==> config.mk <==
export PLATFORM = sky130hd
export DESIGN_NAME = alu_exec_stage
export DESIGN_NICKNAME = d
export VERILOG_FILES = /design/src/rtl/alu_pkg.sv /design/src/rtl/alu_core.sv /design/src/rtl/alu_exec_stage.sv
export SDC_FILE = /design/constraint.sdc
export NUM_CORES = 1
export LEC_CHECK = 0
export ABC_AREA = 1
export CAP_MARGIN = 20
export CORE_ASPECT_RATIO = 1.25
export CORE_MARGIN = 1.5
export CORE_UTILIZATION = 39
export CTS_BUF_LIST = sky130_fd_sc_hd__clkbuf_4 sky130_fd_sc_hd__clkbuf_8
export DETAILED_ROUTE_END_ITERATION = 10
export SLEW_MARGIN = 10
export SYNTH_ARGS = -nofsm -noshare
export SYNTH_HDL_FRONTEND = slang
export SYNTH_SLANG_ARGS = --single-unit
==> constraint.sdc <==
create_clock -name clk -period 3.9 [get_ports clk]
set_input_delay 1.17 -clock clk [delete_from_list [all_inputs] [get_ports clk]]
set_output_delay 1.17 -clock clk [all_outputs]
set_load 0.005 [all_outputs]
==> src/rtl/alu_pkg.sv <==
// Shared ALU definitions: ALUControl width and operation codes.
// Imported by both the ALU control decoder and the execute stage.
package alu_pkg;

  localparam int ALU_CTRL_W = 3;

  // Codes 100, 110 and 111 are undefined and are flagged as illegal by the ALU.
  typedef enum logic [ALU_CTRL_W-1:0] {
    ALU_ADD = 3'b000,
    ALU_SUB = 3'b001,
    ALU_AND = 3'b010,
    ALU_OR  = 3'b011,
    ALU_SLT = 3'b101
  } alu_op_e;

endpackage

==> src/rtl/alu_core.sv <==
// Purely combinational ALU: (alu_control, a, b) -> (result, zero, illegal).
// Optional macro ALU_EXEC_OVF_EN adds a signed overflow output for add/sub.
import alu_pkg::*;

module alu_core #(
  parameter int WIDTH = 32
) (
  input  logic [ALU_CTRL_W-1:0] alu_control,
  input  logic [WIDTH-1:0]      a,
  input  logic [WIDTH-1:0]      b,
  output logic [WIDTH-1:0]      result,
  output logic                  zero,
`ifdef ALU_EXEC_OVF_EN
  output logic                  overflow,
`endif
  output logic                  illegal
);

  logic [WIDTH-1:0] sum;
  logic [WIDTH-1:0] diff;
  logic             slt_lt;

  assign sum    = a + b;
  assign diff   = a - b;
  assign slt_lt = $signed(a) < $signed(b);
  assign zero   = (result == '0);

  // Select the operation result; undefined codes yield zero and raise illegal.
  always_comb begin
    result  = '0;
    illegal = 1'b0;
    case (alu_control)
      ALU_ADD: result = sum;
      ALU_SUB: result = diff;
      ALU_AND: result = a & b;
      ALU_OR:  result = a | b;
      ALU_SLT: result = {{(WIDTH-1){1'b0}}, slt_lt};
      default: begin
        result  = '0;
        illegal = 1'b1;
      end
    endcase
  end

`ifdef ALU_EXEC_OVF_EN
  // Signed overflow: add wraps when same-sign operands give a different-sign sum;
  // sub wraps when operand signs differ and the result sign departs from a.
  always_comb begin
    overflow = 1'b0;
    case (alu_control)
      ALU_ADD: overflow = (a[WIDTH-1] == b[WIDTH-1]) && (sum[WIDTH-1] != a[WIDTH-1]);
      ALU_SUB: overflow = (a[WIDTH-1] != b[WIDTH-1]) && (diff[WIDTH-1] != a[WIDTH-1]);
      default: overflow = 1'b0;
    endcase
  end
`endif

endmodule

==> src/rtl/alu_exec_stage.sv <==
// Execute stage: runs alu_core on accepted inputs and buffers results in an
// in-order circular FIFO behind valid/ready handshakes on both sides.
// Optional macro ALU_EXEC_OVF_EN adds a per-entry signed overflow output.
import alu_pkg::*;

module alu_exec_stage #(
  parameter int WIDTH = 32,
  parameter int DEPTH = 2
) (
  input  logic                  clk,
  input  logic                  rst,
  input  logic                  in_valid,
  output logic                  in_ready,
  input  logic [ALU_CTRL_W-1:0] alu_control,
  input  logic [WIDTH-1:0]      src_a,
  input  logic [WIDTH-1:0]      src_b,
  output logic                  out_valid,
  input  logic                  out_ready,
  output logic [WIDTH-1:0]      result,
  output logic                  zero,
`ifdef ALU_EXEC_OVF_EN
  output logic                  overflow,
`endif
  output logic                  illegal
);

  localparam int PTR_W = $clog2(DEPTH);
  localparam logic [PTR_W:0] FULL_COUNT = (PTR_W+1)'(DEPTH);

  logic [PTR_W-1:0] wr_ptr_q, wr_ptr_d;
  logic [PTR_W-1:0] rd_ptr_q, rd_ptr_d;
  logic [PTR_W:0]   count_q, count_d;

  logic [WIDTH-1:0] result_q [DEPTH];
  logic [WIDTH-1:0] result_d [DEPTH];
  logic [DEPTH-1:0] zero_q, zero_d;
  logic [DEPTH-1:0] illegal_q, illegal_d;

  logic [WIDTH-1:0] core_result;
  logic             core_zero;
  logic             core_illegal;
  logic             in_fire;
  logic             out_fire;

`ifdef ALU_EXEC_OVF_EN
  logic [DEPTH-1:0] ovf_q, ovf_d;
  logic             core_overflow;
`endif

  alu_core #(.WIDTH(WIDTH)) u_alu_core (
    .alu_control (alu_control),
    .a           (src_a),
    .b           (src_b),
    .result      (core_result),
    .zero        (core_zero),
`ifdef ALU_EXEC_OVF_EN
    .overflow    (core_overflow),
`endif
    .illegal     (core_illegal)
  );

  // Ready depends on registered occupancy only, so a full buffer never
  // accepts in the same cycle it drains.
  assign in_ready  = (count_q != FULL_COUNT);
  assign out_valid = (count_q != '0);
  assign in_fire   = in_valid & in_ready;
  assign out_fire  = out_valid & out_ready;

  // Next-state for pointers and occupancy; simultaneous push/pop keeps count.
  always_comb begin
    wr_ptr_d = wr_ptr_q;
    rd_ptr_d = rd_ptr_q;
    count_d  = count_q;
    if (in_fire)  wr_ptr_d = wr_ptr_q + PTR_W'(1);
    if (out_fire) rd_ptr_d = rd_ptr_q + PTR_W'(1);
    case ({in_fire, out_fire})
      2'b10:   count_d = count_q + (PTR_W+1)'(1);
      2'b01:   count_d = count_q - (PTR_W+1)'(1);
      default: count_d = count_q;
    endcase
  end

  // Entry write: the ALU output is captured into the tail slot on acceptance.
  always_comb begin
    result_d  = result_q;
    zero_d    = zero_q;
    illegal_d = illegal_q;
`ifdef ALU_EXEC_OVF_EN
    ovf_d     = ovf_q;
`endif
    if (in_fire) begin
      result_d[wr_ptr_q]  = core_result;
      zero_d[wr_ptr_q]    = core_zero;
      illegal_d[wr_ptr_q] = core_illegal;
`ifdef ALU_EXEC_OVF_EN
      ovf_d[wr_ptr_q]     = core_overflow;
`endif
    end
  end

  // Control state registers with synchronous reset; buffered entries are
  // discarded simply by clearing occupancy and pointers.
  always_ff @(posedge clk) begin
    if (rst) begin
      wr_ptr_q <= '0;
      rd_ptr_q <= '0;
      count_q  <= '0;
    end else begin
      wr_ptr_q <= wr_ptr_d;
      rd_ptr_q <= rd_ptr_d;
      count_q  <= count_d;
    end
  end

  // Entry storage needs no reset; stale contents are never visible when empty.
  always_ff @(posedge clk) begin
    result_q  <= result_d;
    zero_q    <= zero_d;
    illegal_q <= illegal_d;
`ifdef ALU_EXEC_OVF_EN
    ovf_q     <= ovf_d;
`endif
  end

  // Head outputs are forced to zero while the buffer is empty.
  always_comb begin
    result  = '0;
    zero    = 1'b0;
    illegal = 1'b0;
    if (out_valid) begin
      result  = result_q[rd_ptr_q];
      zero    = zero_q[rd_ptr_q];
      illegal = illegal_q[rd_ptr_q];
    end
  end

`ifdef ALU_EXEC_OVF_EN
  // Overflow is also held low during reset cycles.
  always_comb begin
    overflow = 1'b0;
    if (out_valid && !rst) overflow = ovf_q[rd_ptr_q];
  end
`endif

endmodule
Word-level counts from Yosys, hierarchy flattened
Cells that the tools add are included.

storage, ports and cells
  bits in registers = 72
  word-level logic and storage cells = 60

cells by class
  add/subtract/negate cells = 6
  $lt $le $gt $ge = 7
  eq/ne operators = 7
  multiplexer cells = 20
  bitwise operators = 6
  reductions and logical operators = 7

operators by type and width
  kind                   count
  $mux W32               5
  $pmux W32 S5           1
  $bwmux W64             1
  $add A32 B32 Y32       1
  $and A32 B32 Y32       1
  $demux W32 S1          1
  $logic_not A32 Y1      1
  $lt A32 B32 Y1         1
  $or A32 B32 Y32        1
  $sub A32 B32 Y32       1
  $mux W1                8
  $eq A3 B2 Y1 const B   2
  $reduce_or A5 Y1       1
  $bwmux W2              2
  $ge A2 B2 Y1 const B   2
  $lt A1 B2 Y1 const B   2
  $not A1 Y2             2
  $pmux W2 S2            1
  $reduce_bool A2 Y1     2
  $eq A3 B1 Y1 const B   1
  $eq A3 B3 Y1 const B   1
  $logic_not A3 Y1       1
  $add A1 B1 Y1 const B  2
  $add A2 B1 Y2 const B  1
  other kinds (9)        11

Depth between registers and ports, before layout
Gate-level depths: netlist of run 1.

  depth in word-level cells = 6
  gate-level depth with buffers = 22
  depth with buffers taken out = 21

Cells and area by module
From an unflattened synthesis of run 1, not the netlist that was laid out.

second synthesis, totals
  cells, all modules = 1545
  area total of the unflattened synthesis = 9242.6 um^2

by module, submodules not included
  module          times used  cells each  area an instance (um^2)
  alu_core        1           1329        6483.7
  alu_exec_stage  1           216         2758.9

Least setup slack after synthesis of run 1
Ideal clock, no wire load.

  kind = input port to flip-flop
  from = input in_valid
  to = register illegal_q[1], enable pin
  setup time = 0.427 ns
  arrival time = 2.722 ns
  path slack = 0.751 ns
  cell stages on the path = 2
  cell sequence = nand2_1 -> nor2_1

between the ends
  word-level cells in the longest chain between the ends = 1

RTL lines
  item                  RTL line               source
  start, declared       alu_exec_stage.sv:12   input logic in_valid,
  $and A1 B1 Y1         alu_exec_stage.sv:66   assign in_fire = in_valid & in_ready;
  end signal, assigned  alu_exec_stage.sv:119  illegal_q <= illegal_d;
  end, declared         alu_exec_stage.sv:37   logic [DEPTH-1:0] illegal_q, illegal_d;

Every way passes these cells.
A chain may end at the register's enable or synchronous reset.

Final worst setup path of run 1
  from = input src_a[27]
  to = register zero_q[1], data pin

between the ends
  word-level cells in the longest chain between the ends = 4
  elaborated cells on any way between the ends = 8
  those cells by class = 2 x add/sub; 1 x order compare; 2 x mux; 2 x bitwise; 1 x reduce/logical

RTL lines
  item                                      RTL line               source
  start, declared                           alu_exec_stage.sv:15   input logic [WIDTH-1:0] src_a,
  $sub A32 B32 Y32 (tied with other cells)  alu_core.sv:24         assign diff = a - b;
  $pmux W32 S5 *                            alu_core.sv:32         case (alu_control)
  $logic_not A32 Y1 *                       alu_core.sv:26         assign zero = (result == '0);
  named net core_zero                       alu_exec_stage.sv:40   logic core_zero;
  $bwmux W2 *                               alu_exec_stage.sv:93   zero_d[wr_ptr_q] = core_zero;
  end signal, assigned                      alu_exec_stage.sv:118  zero_q <= zero_d;
  end, declared                             alu_exec_stage.sv:36   logic [DEPTH-1:0] zero_q, zero_d;

Mark *: on every way through the listed nets, which the timed path passes. The rest lies on a longest branch.

==> results of run 1 <==
[critical path, delay by kind of cell]
family	cells	cell delay, ns
AND/OR/NAND/NOR	12	1.14
buffers and inverters	4	0.74
AO/OA/AOI/OAI	2	0.45
adder cells (fa/ha/maj)	1	0.42
[synthesized netlist by cell type (4+ instances only)]
master       n  area, um^2
a31oi_1      5        31.3
inv_1      323        1210
inv_2        5        18.8
buf_2       25         125
o21ai_0     31         155
o22ai_1     21         131
edfxtp_1    68        2040
o2111ai_1    4        35.0
nor3_1       9        45.0
ha_1        97        1210
nand3_1    121         606
o21bai_1     4        30.0
and3_1       5        31.3
nand4_1     17         106
nand3b_1    11        82.6
dfxtp_1      4        80.1
nand2_2      4        25.0
a21oi_1     86         430
nor2_2       7        43.8
nand2_1    539        2020
and2_1       4        25.0
clkbuf_1    18        67.6
nor2_1     112         420
[logic make-up after synthesis]
logic type	share of synthesized area
simple gates	0.378
xor+xnor	0.00190
buf+inv	0.158
fa+ha+maj	0.136
compound gates	0.0953
flops	0.231
[how the worst max path moves through the flow]
stage,slack [ns],endpoint,cells past startpoint,startpoint
global placement,-0.34,zero_q[0],23,src_a[5]
finish,0.17,zero_q[1],19,src_a[27]
global route,-0.005,zero_q[1],19,src_b[4]
CTS,0.003,zero_q[1],20,src_b[11]
detailed placement,-0.38,zero_q[1],23,src_a[5]
floorplan,0.75,illegal_q[1],2,in_valid
[final cells by class]
class	count	share of cell area
Timing Repair Buffer	364	0.239
Sequential cell	72	0.165
Multi-Input combinational cell	1098	0.453
Tap cell	288	0.0281
Clock inverter	6	0.00712
Inverter	331	0.0969
Clock buffer	10	0.0107
[power groups by stage]
stage | clock (mW) | combinational (mW) | sequential, mW
finish | 0.662 | 2.03 | 1.02
global route | 0.704 | 2.24 | 1.03
CTS | 0.673 | 2.00 | 1.02
detailed placement | 0 | 1.99 | 1.04
global placement | 0 | 1.98 | 1.04
floorplan | 0 | 0.961 | 1.03
[routing by layer]
metal / part of all wire / vias to the layer above / GRT usage
met4: 0.030 / 0 / 0.0961
met3: 0.052 / 48 / 0.0134
met5: 0 / - / 0
met2: 0.48 / 343 / 0.502
li1: - / 5451 / -
met1: 0.44 / 4892 / 0.375
[flip-flops by register name, summed over array words and instances, names as in the netlist]
name       cells
count_q        2
illegal_q      2
rd_ptr_q       1
result_q      64
wr_ptr_q       1
zero_q         2
[timing repair]
item | CTS | global route
pin swaps | 0 | 3
setup endpoints to repair | 2 | 2
resized for setup | 1 | 49
==> run metrics, run 1 <==
dpl cells 2153; CP required 4.09 ns; Sw Pwr 1.43 mW; port bufs 106; final hold slack 0.528 ns; Post-Synthesis Cell Area 9200 um^2; largest net degree at the start of global routing 36; GPL Wtd Cong 0.996; reg2reg setup slack 2.11 ns; placed cell areas 12400 um^2; clock power share 0.178; first-pass GRT wire length 54200 um; worst-skew pair later-pin latency 0.35 ns; Logic pwr share 0.546; Yosys cell types 39; worst slew pin tran 0.591 ns; sequential power share 0.276; TritonCTS buffer count 9; register bit total from synthesis 72; Clk Tree Root Cell clkbuf_8; WL final 34600 um; VDD IR-drop max 0.186 mV; clock-pin transition on the worst setup and hold timing paths 0.08 ns; reg2reg path depth 9; vias per cell 4.95; worst r2r src count_q[0]; Area growth syn-to-layout 39.4%; Final setup viols 0; vias in the first global route 10423; f_max 268 MHz; Period minus WS final 3.73 ns; hold path endpoint count_q[0]; DR iter-0 viols 680; WS Path Type in -> reg; Filler cells 2368; Initial Utilization 0.399; setup_tns 0 ns; Net Count, Synth 1718; initial antenna violation count 1; CTS Buffer Depth 2; most used cell, CP nand2_1; CP max-delay cell clkdlybuf4s50_1; Post-synth EDFFs 68; CORE AREA 23000 um^2; Max-cap violations 0; Vias 10734; Power Dens Cells 289 nW/um^2; pre-CTS setup slack -0.384 ns; Die Wd 140 um; Post-synth ARST share 0; Post-Syn Instances 1548; register area 2120 um^2; H-tree depth 3; postcts setup bufs 0; Final Util 0.557; Startpoint Class input port; Switching Share 0.386; fin crit share 0.957; Main synth FF type edfxtp_1; Final WS setup 0.169 ns; Total Routing Usage GR 0.286; Final nets 2046; TritonCTS Sinks 72; Final Instance Count excl. Fillers 2169; number of I/O pins 107; # DRC 0; crit path cell chain clkdlybuf4s50_1 > inv_1 > ha_1 > o21ai_0 > inv_1 > nand2_1 > nand2_1 > nand2_1 > a21oi_1 > buf_4 > nand2_1 > nand2_1 > nand3_1 > nand2_1 > nand2_1 > nand3_1 > nor2_2 > nand2_2 > nor2_2; Routed wire per std cell 15.9 um; gr ovfl total 0; WP data arrival 3.92 ns; Leak 7.01 nW; multi-input logic area 5810 um^2; Syn Area/Cell 5.95 um^2; final hold vios 0; Detailed Place HPWL 29600 um; Rows 62; register area share after synthesis 0.231; total power 3.71 mW; TritonCTS clock tree yes; reg2reg end count_q[1]; n_diodes 0; Crit Path Max Fanout 7; leading cell type in the layout, fill and taps excluded nand2_1; Slew Viols, Final 0; Worst Hold Depth 2; most frequent cells in the layout 533 x nand2_1, 322 x inv_1, 253 x buf_4, 115 x nand3_1, 104 x clkdlybuf4s50_1; Hold Buf Count CTS 0; clk_skew 0.0134 ns; Cell Int Power 2.28 mW; max_slew headroom 0.606; HP Start count_q[0]; die height 175 um; CP endpoint kind flip-flop; Worst Hold Class reg -> reg; slowest stage delay, CP 0.48 ns; post-route cell area 12800 um^2; antenna viol nets, final 0; outcome completed; layout cells sized above 1 0.182; drt pass-1 iters 5; die footprint 24500 um^2; Ys Warns 0
Note: power is estimated with default switching activity, not from simulation.
==> inputs of run 2 (changes only) <==
- CORE_MARGIN: 1.5 -> 2
==> run metrics, run 2 (synthesis gave the netlist of run 1 again) <==
Leak 6.99 nW; max reg flops 64; most frequent cells in the layout 530 x nand2_1, 323 x inv_1, 261 x buf_4, 116 x nand3_1, 105 x clkdlybuf4s50_1; TritonCTS buffer count 9; GPL Wtd Cong 0.996; first-pass GRT wire length 54800 um; H-tree depth 3; Sw Pwr 1.42 mW; Hold Buf Count CTS 0; final hold vios 0; antenna viol nets, final 0; n_diodes 0; layout cells sized above 1 0.185; Initial Utilization 0.398; Final WS setup 0.135 ns; Clk Tree Root Cell clkbuf_8; multi-input logic area 5800 um^2; placed cell areas 12400 um^2; RSZ-0062 raised after global routing no; Routed wire per std cell 16.3 um; die footprint 24900 um^2; clock-pin transition on the worst setup and hold timing paths 0.07 ns; VDD IR-drop max 0.148 mV; f_max 266 MHz; leading cell type in the layout, fill and taps excluded nand2_1; hold path endpoint count_q[0]; outcome completed; WS Path Type in -> reg; reg2reg path depth 9; fin crit share 0.965; Final setup viols 0; Logic pwr share 0.562; Vias 10651; met1 WL 15300 um; CTS Buffer Depth 2; Max-cap violations 0; max layer used met4; WP data arrival 3.97 ns; metal3 WL 2190 um; Area growth syn-to-layout 39.0%; Crit Path Max Fanout 4; DR iter-0 viols 725; Period minus WS final 3.76 ns; Cell Int Power 2.19 mW; worst r2r src count_q[0]; Total Routing Usage GR 0.288; Switching Share 0.393; reg2reg setup slack 2.14 ns; HP Start count_q[0]; clk_skew 0.00653 ns; CP required 4.11 ns; max_slew headroom 0.636; Worst Hold Class reg -> reg; largest reg by FF count result_q; largest net degree at the start of global routing 36; worst slew pin tran 0.540 ns; Startpoint Class input port; Filler cells 2408; initial antenna violation count 0; TritonCTS clock tree yes; # DRC 0; DR WL met2 16500 um; Final nets 2052; Rows 62; gr ovfl total 0; number of I/O pins 107; CORE AREA 23100 um^2; vias in the first global route 10326; post-route cell area 12800 um^2; sequential power share 0.286; final hold slack 0.520 ns; port bufs 106; Slew Viols, Final 0; die height 176 um; CP endpoint kind flip-flop; Power Dens Cells 282 nW/um^2; reg2reg end count_q[1]; worst-skew pair later-pin latency 0.34 ns; vias per cell 4.90; register area 2120 um^2; Die Wd 141 um; TritonCTS Sinks 72; drt pass-1 iters 6; pre-CTS setup slack -0.387 ns; Detailed Place HPWL 30600 um; Worst Hold Depth 2; WL final 35400 um; total power 3.61 mW; clock power share 0.152
## run 2: critical path, stage by stage
cell and delay (ns):
clkdlybuf4s50_1 0.45, ha_1 0.26, fa_1 0.40, nand3_1 0.10, nand3_2 0.14, nand2_1 0.14
nand2_1 0.11, nand2_1 0.16, nand2_2 0.12, nand2_1 0.13, nand3_1 0.08, nand3_1 0.08
nand3_1 0.12, nor2_2 0.14, nand2_1 0.08, nor2_2 0.13, nand2_1 0.08, nor2_2 0.09
## run 2: area by class of cell
cell class                 count  area share
clock inverter                 7     0.00489
timing repair buffer         370       0.241
sequential                    72       0.166
inverter                     331      0.0971
clock buffer                   9     0.00968
tap                          288      0.0282
multi-input combinational   1098       0.453
## run 2: per-stage QoR
stage / setup TNS (ns) / cells / util
2_1_floorplan: 0 / 1548 / -
3_3_place_gp: -1.20 / 2158 / 0.538
3_5_place_dp: -1.17 / 2158 / 0.538
4_1_cts: 0 / 2174 / 0.546
5_1_grt: 0 / 2175 / 0.554
6_report: 0 / 2175 / 0.554
## run 2: what timing repair did
item                       in CTS  in global routing
setup endpoints to repair       2                  2
pin swaps                       0                  3
setup buffers                   0                  1
resized for setup               2                 50
## run 2: per-layer routing
layer,GRT usage,vias to the layer above
met5,0,-
met4,0.114,0
met3,0.0330,72
met2,0.493,329
met1,0.370,4765
li1,-,5485
## run 2: worst max path at each step
stage / start / endpoint / slack (ns) / depth (start not counted)
global placement: src_b[0] / zero_q[1] / -0.40 / 20
detailed placement: src_a[1] / zero_q[0] / -0.39 / 16
floorplan: in_valid / illegal_q[1] / 0.75 / 2
finish: src_a[0] / zero_q[0] / 0.14 / 18
global route: src_b[0] / zero_q[0] / 0.002 / 20
CTS: src_a[5] / zero_q[0] / 0.02 / 18
## run 2: power by group through the flow
stage	Sequential, mW	Combinational (mW)	Clock, mW
5_1_grt	1.05	2.25	0.591
2_1_floorplan	1.03	0.961	0
3_3_place_gp	1.05	1.98	0
6_report	1.03	2.03	0.551
3_5_place_dp	1.05	1.99	0
4_1_cts	1.03	2.00	0.566
